<file path="src/rtl/adc_pkg.sv">
// rtl/adc_pkg.sv - shared FSM encodings, channel codes and clamp width for adc_sampler
package adc_pkg;

    localparam int CLAMP_W = 12;

    localparam logic [1:0] CH0 = 2'b00;
    localparam logic [1:0] CH1 = 2'b01;

    typedef enum logic [2:0] {
        ST_IDLE       = 3'd0,
        ST_TRIGGER    = 3'd1,
        ST_WAIT_START = 3'd2,
        ST_WAIT_READY = 3'd3,
        ST_ACCUM      = 3'd4,
        ST_PUBLISH    = 3'd5,
        ST_RELEASE    = 3'd6
    } state_t;

endpackage

</file>
<file path="src/rtl/adc_clamp.sv">
// rtl/adc_clamp.sv - signed 16-bit adc result to unsigned 12-bit millivolts
module adc_clamp
    import adc_pkg::*;
(
    input  logic [15:0]        sample_i,
    output logic [CLAMP_W-1:0] mv_o
);

    logic unused_lsbs;
    assign unused_lsbs = ^sample_i[2:0];

    // 125 uV per LSB, so dropping three bits gives millivolts; negatives floor at zero
    assign mv_o = sample_i[15] ? '0 : sample_i[14:3];

endmodule

</file>
<file path="src/rtl/adc_sampler.sv">
// rtl/adc_sampler.sv - two-channel adc sequencer with averaging (ADC_SAMPLER_AVG_EN) and timeout
module adc_sampler
    import adc_pkg::*;
#(
    parameter int unsigned AVG_LOG2       = 2,
    parameter logic [23:0] TIMEOUT_CYCLES = 24'd2700000
) (
    input  logic                clk,
    input  logic                resetN,
    output logic                adcEnable,
    output logic [1:0]          adcChannel,
    input  logic                adcDataReady,
    input  logic [15:0]         adcOutputData,
    output logic [CLAMP_W-1:0]  voltageCh0,
    output logic [CLAMP_W-1:0]  voltageCh1,
    output logic [15:0]         rawCh0,
    output logic [15:0]         rawCh1,
    output logic                sampleValid,
    output logic                sampleChannel,
    output logic                timeoutError
);

    localparam logic [23:0] TMO_LAST = TIMEOUT_CYCLES - 24'd1;

    state_t             state_q;
    logic               adc_enable_q;
    logic [1:0]         adc_channel_q;
    logic [CLAMP_W-1:0] voltage0_q;
    logic [CLAMP_W-1:0] voltage1_q;
    logic [15:0]        raw0_q;
    logic [15:0]        raw1_q;
    logic               sample_valid_q;
    logic               sample_channel_q;
    logic               timeout_error_q;
    logic [15:0]        sample_q;
    logic [23:0]        tmo_q;

    logic [CLAMP_W-1:0] clamp_mv;
    logic [CLAMP_W-1:0] pub_mv;
    logic [1:0]         next_channel_d;
    logic               cur_ch;

    adc_clamp u_clamp (
        .sample_i (sample_q),
        .mv_o     (clamp_mv)
    );

    assign next_channel_d = (adc_channel_q == CH0) ? CH1 : CH0;
    assign cur_ch         = adc_channel_q[0];

`ifdef ADC_SAMPLER_AVG_EN
    localparam int         ACC_W    = CLAMP_W + int'(AVG_LOG2);
    localparam logic [4:0] CNT_LAST = 5'((1 << AVG_LOG2) - 1);

    logic [ACC_W-1:0] accum_q;
    logic [4:0]       count_q;

    assign pub_mv = accum_q[ACC_W-1:AVG_LOG2];
`else
    logic unused_avg;
    assign unused_avg = ^AVG_LOG2;
    assign pub_mv     = clamp_mv;
`endif

    always_ff @(posedge clk or negedge resetN) begin
        if (!resetN) begin
            state_q          <= ST_IDLE;
            adc_enable_q     <= 1'b0;
            adc_channel_q    <= CH0;
            voltage0_q       <= '0;
            voltage1_q       <= '0;
            raw0_q           <= '0;
            raw1_q           <= '0;
            sample_valid_q   <= 1'b0;
            sample_channel_q <= 1'b0;
            timeout_error_q  <= 1'b0;
            sample_q         <= '0;
            tmo_q            <= '0;
`ifdef ADC_SAMPLER_AVG_EN
            accum_q          <= '0;
            count_q          <= '0;
`endif
        end else begin
            sample_valid_q <= 1'b0;
            case (state_q)
                ST_IDLE: state_q <= ST_TRIGGER;
                ST_TRIGGER: begin
                    adc_enable_q <= 1'b1;
                    tmo_q        <= '0;
                    state_q      <= ST_WAIT_START;
                end
                // a high ready here is the previous result still on the bus
                ST_WAIT_START: begin
                    if (!adcDataReady) begin
                        tmo_q   <= tmo_q + 24'd1;
                        state_q <= ST_WAIT_READY;
                    end else if (tmo_q == TMO_LAST) begin
                        state_q <= ST_RELEASE;
                    end else begin
                        tmo_q <= tmo_q + 24'd1;
                    end
                end
                ST_WAIT_READY: begin
                    if (adcDataReady) begin
                        sample_q <= adcOutputData;
                        state_q  <= ST_ACCUM;
                    end else if (tmo_q == TMO_LAST) begin
                        state_q <= ST_RELEASE;
                    end else begin
                        tmo_q <= tmo_q + 24'd1;
                    end
                end
                ST_ACCUM: begin
                    adc_enable_q <= 1'b0;
                    if (cur_ch) raw1_q <= sample_q;
                    else        raw0_q <= sample_q;
`ifdef ADC_SAMPLER_AVG_EN
                    accum_q <= accum_q + ACC_W'(clamp_mv);
                    if (count_q == CNT_LAST) begin
                        state_q <= ST_PUBLISH;
                    end else begin
                        count_q <= count_q + 5'd1;
                        state_q <= ST_TRIGGER;
                    end
`else
                    state_q <= ST_PUBLISH;
`endif
                end
                ST_PUBLISH: begin
                    if (cur_ch) voltage1_q <= pub_mv;
                    else        voltage0_q <= pub_mv;
                    sample_valid_q   <= 1'b1;
                    sample_channel_q <= cur_ch;
                    adc_channel_q    <= next_channel_d;
`ifdef ADC_SAMPLER_AVG_EN
                    accum_q          <= '0;
                    count_q          <= '0;
`endif
                    state_q          <= ST_TRIGGER;
                end
                ST_RELEASE: begin
                    adc_enable_q    <= 1'b0;
                    timeout_error_q <= 1'b1;
                    adc_channel_q   <= next_channel_d;
`ifdef ADC_SAMPLER_AVG_EN
                    accum_q         <= '0;
                    count_q         <= '0;
`endif
                    state_q         <= ST_TRIGGER;
                end
                default: state_q <= ST_IDLE;
            endcase
        end
    end

    assign adcEnable     = adc_enable_q;
    assign adcChannel    = adc_channel_q;
    assign voltageCh0    = voltage0_q;
    assign voltageCh1    = voltage1_q;
    assign rawCh0        = raw0_q;
    assign rawCh1        = raw1_q;
    assign sampleValid   = sample_valid_q;
    assign sampleChannel = sample_channel_q;
    assign timeoutError  = timeout_error_q;

endmodule

</file>
<file path="config.mk">
export PLATFORM = sky130hd
export DESIGN_NAME = adc_sampler
export DESIGN_NICKNAME = d
export VERILOG_FILES = /design/src/rtl/adc_pkg.sv /design/src/rtl/adc_clamp.sv /design/src/rtl/adc_sampler.sv
export SDC_FILE = /design/constraint.sdc
export NUM_CORES = 1
export LEC_CHECK = 0
export CAP_MARGIN = 20
export CORE_MARGIN = 4
export CORE_UTILIZATION = 25
export DETAILED_ROUTE_END_ITERATION = 8
export PLACE_DENSITY = 0.46
export SLEW_MARGIN = 40
export SYNTH_ARGS = -nofsm -noshare
export SYNTH_HDL_FRONTEND = slang
export SYNTH_HIERARCHICAL = 1
export SYNTH_SLANG_ARGS = --single-unit
</file>
<file path="constraint.sdc">
create_clock -name clk -period 1.94 [get_ports clk]
set_clock_uncertainty 0.05 [all_clocks]
set_input_delay 0.291 -clock clk [delete_from_list [all_inputs] [get_ports clk]]
set_output_delay 0.291 -clock clk [all_outputs]
set_load 0.01 [all_outputs]
</file>
* Word-level counts from Yosys, hierarchy flattened *
Index checks and enable logic that the tools add are counted.

word-level totals
  register bits = 105
  output and inout port bits = 62
  logic and storage cells = 47

cells by class
  add/subtract/negate cells = 1
  equal/unequal tests = 8
  muxes and demuxes = 12
  bitwise operators = 1
  reductions and logical operators = 13

operator list
  cell                                                   count
  2-to-1 mux 24 bit                                      3
  one-hot mux 24 bit (3 select lines)                    1
  adder 24 x 1 -> 24 bit, second input constant          1
  equality test 24 x 22 -> 1 bit, second input constant  1
  one-hot mux 3 bit (5 select lines)                     1
  2-to-1 mux 12 bit                                      1
  AND reduction 2 bit                                    6
  equality test 3 bit, second input constant             3
  2-to-1 mux 3 bit                                       3
  equality test 3 x 2 -> 1 bit, second input constant    2
  OR reduction 2 bit                                     2
  equality test 3 x 1 -> 1 bit, second input constant    1
  logical NOT 3 bit                                      1
  nonzero test 3 bit                                     1
  OR reduction 3 bit                                     1
  logical NOT 2 bit                                      1
  2-to-1 mux 1 bit                                       2
  inequality test 2 bit, second input constant           1
  one-hot mux 1 bit (2 select lines)                     1
  nonzero test 2 bit                                     1
  inverter 1 bit                                         1

* Longest topological paths before layout *
  depth after elaboration = 4
  mapped depth = 9
  mapped depth without buffers = 6

* Cells and area by module *
The synthesis kept the hierarchy.

by module, submodules not included
  module       times used  cells each  area each (sq um)  sequential area each (sq um)
  adc_sampler  1           346         4443.0             2602.5
  adc_clamp    1           13          126.4              0.0

* Worst setup path before layout *
Ideal clock, no wire load.

  kind = reg2reg
  start point = register tmo_q[0]
  end point = register tmo_q[18]
  library setup time = 0.142 ns
  arrival time = 1.949 ns
  data required time = 1.748 ns
  setup slack = -0.201 ns
  cell stages (with the launch flop) = 9
  path buffers = 2
  period minus slack after synthesis = 2.141 ns
  cell sequence = dfrtp_1 ha_1 nand2_1 or4_4 o31a_1 buf_6 buf_8 a31oi_1 a21oi_1

between the ends
  cells in the longest elaborated chain, start to end = 4
  elaborated cells on any way between the ends = 6
  those cells by class = 1 x add/sub; 1 x eq/ne; 4 x mux

ends and longest elaborated chain
  what                                                                             RTL line                               text
  start, declared                                                                  adc_sampler.sv:36                      logic [23:0] tmo_q;
  start signal, assigned                                                           adc_sampler.sv:95                      tmo_q <= tmo_q + 24'd1;
  start signal, assigned                                                           adc_sampler.sv:100                     tmo_q <= tmo_q + 24'd1;
  start signal, assigned                                                           adc_sampler.sv:110                     tmo_q <= tmo_q + 24'd1;
  adder 24 x 1 -> 24 bit / equality test 24 x 22 -> 1 bit (equally long branches)  n/a
  2-to-1 mux 24 bit                                                                adc_sampler.sv:97, adc_sampler.sv:107
  2-to-1 mux 24 bit, on equally long branches                                      adc_sampler.sv:104, adc_sampler.sv:94
  one-hot mux 24 bit (3 select lines) *                                            adc_sampler.sv:85                      case (state_q)

Mark *: on every way between the ends. The rest lies on a longest branch, timed or not. The select of a mux whose other input is x is not followed.
A chain may end at the register's enable or synchronous reset.

* Worst setup path in the final report *
  start point = register tmo_q[0]
  end point = register tmo_q[8]

The elaborated chain is that of the path after synthesis.

==> results.ini <==
[route]
drt_first_pass_iters=4
drc=0
routed_wl_mm=12.8
vias_per_cell=4.68
wire_per_inst_um=17.5
ant_nets=0
drt_iter0_markers=184
num_vias=3415

[critical_path]
worstSetupPathType=flip-flop to flip-flop
cp-start-kind=flip-flop
endpoint_kind=flip-flop
cp.required_ns=2.12
cp_max_fo=8
critPathArrivalTime_ns=2.18

[logic_synthesis]
post_synth_num_cell_types=56
synth_common_cells=dfrtp_1 (104), mux2_2 (72), a21oi_1 (23)
syn_inst=359
synth_top_area_frac=0.570
synth_edf_count=0
synth_seq_area_share=0.570
avgSynthCellArea_um2=12.7
async_flop_share=1.00
synth.area.top_cells=dfrtp_1 (57%), mux2_2 (18%), a21oi_1 (2.5%), nor2_1 (1.8%), nor2b_2 (1.5%)
yosys.area.top_type=dfrtp_1
synth_fp_nets=379
post-synth-top-count-cell=dfrtp_1
syn-cell-area_um2=4570
ys_ff_latch=104
synthFlopType=dfrtp_1
ys_warn_count=6

[hold_path]
hold_class=primary input to async pin

[die]
start_util=0.254
die_w_um=143
ios=81
core_um2=18000
fp.dieArea_um2=20500
die_y_um=143
std_cell_rows=49

[grt]
grt_overflow=0
grt_max_degree=39
grt_pass1_wl_mm=20.4
grt_usage=0.130
antenna_found_initial=0
grt_pass1_vias=3686

[timing]
drv_slew=0
min_period_ns=2.00
max_freq_ghz=0.501
hold_violations=0
fin_ws_ns=-0.0569
finalSetupTns_ns=-0.693
post-route-period-util=1.03
setup_viol=20
grt_setup_unrepaired=true

[status]
status=complete, but fails checks
violations=negative setup slack

[clock_network]
root_buffer=clkbuf_16
clock-sinks=104
cts_tree=yes
clk_latency_ns=0.35
ctsHtreeMaxLevel=3
clkTransAtPathRegs_ns=0.07
clockBufferDepth=2
cts_made_buffers=9

[finish]
final_core_util=0.367
nNetsFinal=517
fin_cells=730
layout-drive-gt1-share=0.389
syn2layout_area_growth_pct=44.1
antennaDiodeCount=0

[placement]
preCtsSetupSlack_ns=-0.221
port_buffers=79
dp.cells=709
place_congestion=0.797
dp_hpwl_mm=8.75

[power]
pwr-share-seq=0.361
p_sw_mw=3.23
power_density_nw_per_um2=1430
internal_power_mw=6.19
swShare=0.342
power_frac_comb=0.444
vdd_drop_max_mv=0.611
p_leak_nw=2.85
clkPwrFrac=0.195

[flow_run]
max-cap-violations=0

==> kinds of logic (layout without fill, tap and decap cells) <==
| logic type | after synthesis | count (layout) | share of synthesized area |
|---|---|---|---|
| AO/OA/AOI/OAI | 68 | 68 | 0.100 |
| XOR/XNOR | 1 | 1 | 0.00192 |
| adder cells (fa/ha/maj) | 2 | 2 | 0.00493 |
| buffers and inverters | 21 | 163 | 0.0285 |
| flip-flops | 104 | 104 | 0.570 |
| multiplexers | 72 | 72 | 0.177 |
| other | 1 | 1 | 0.000821 |
| AND/OR/NAND/NOR | 90 | 90 | 0.116 |
==> cell type report <==
class                      instances  area (µm²)
timing repair buffer             143        1390
tap                              229         287
sequential                       104        2600
clock inverter                     5        63.8
inverter                           5        23.8
multi-input combinational        234        2000
fill                            1771       11400
clock buffer                      10         229
==> cells in the final DEF (no fill, tap or decap), drive strengths merged, types with 3 or more instances in the layout <==
cell type | netlist | routed
dfrtp | 104 | 104
clkdlybuf4s50 | 0 | 78
mux2 | 72 | 72
buf | 10 | 63
a21oi | 23 | 23
nor2 | 22 | 22
nand2 | 15 | 15
nor2b | 14 | 14
clkbuf | 6 | 11
a31oi | 10 | 10
and3 | 6 | 6
inv | 4 | 6
o21ai | 6 | 6
nand3 | 5 | 5
a41oi | 5 | 5
o31ai | 5 | 5
nand4 | 4 | 4
a31o | 4 | 4
nor4b | 4 | 4
and2 | 4 | 4
nor3 | 3 | 3
nand2b | 3 | 3
==> flip-flops by register name (all words and copies together) (netlist names) <==
signal	cells
rawCh0	16
sampleChannel	1
sample_q	16
voltageCh0	12
tmo_q	24
state_q	3
rawCh1	16
timeoutError	1
adcEnable	1
voltageCh1	12
sampleValid	1
adcChannel	1
==> worst paths after layout <==
kind,from,to,slack (ns),cells after the start
max in group asynchronous,resetN,rawCh0[1],0.88,3
min reg2reg,timeoutError,timeoutError,0.42,1
min in group clk,timeoutError,timeoutError,0.42,1
max reg2reg,tmo_q[0],tmo_q[8],-0.06,7
min,resetN,rawCh1[3],0.39,2
max,tmo_q[0],tmo_q[8],-0.06,7
==> power groups by stage <==
stage          sequential (mW)  clock [mW]  combinational, mW
6_report                  3.40        1.83               4.19
5_1_grt                   3.52        1.99               4.52
4_1_cts                   3.42        1.92               4.07
3_5_place_dp              3.45           0               3.99
3_3_place_gp              3.42           0               3.98
2_1_floorplan             3.51           0               1.90
==> worst max-delay path: stages (launching register included) <==
cell and delay, ns:
dfrtp_1 0.36, ha_2 0.20, nand2_2 0.07, or4_4 0.44
o31a_1 0.35, buf_12 0.18, a41oi_2 0.18, a21oi_1 0.06
==> layer usage <==
metal | vias to the layer above | GRT usage | part of all wire
met3 | 17 | 0.0395 | 0.060
met2 | 78 | 0.213 | 0.49
met5 | - | 0 | 0
met4 | 0 | 0.0480 | 0.017
met1 | 1734 | 0.161 | 0.44
li1 | 1586 | - | -
==> stage by stage <==
stage	hold WS (ns)	cell area, µm²	total power [mW]
after global routing	0.444	6590	10.0
after floorplan	-0.0546	4570	5.41
after global placement	0.229	6070	7.40
final	0.390	6590	9.42
after detailed placement	0.234	6070	7.44
after CTS	0.416	6490	9.40
==> repair_timing <==
item | in CTS | in global routing
buffers inserted | 2 | 1
hold buffers | 1 | 0
pin swaps | 3 | 12
resized for setup | 16 | 13
endpoints found under the hold margin | 29 | 0
setup endpoints to repair | 25 | 26
cloned | 0 | 2
Power figures use the tool's default switching activity.
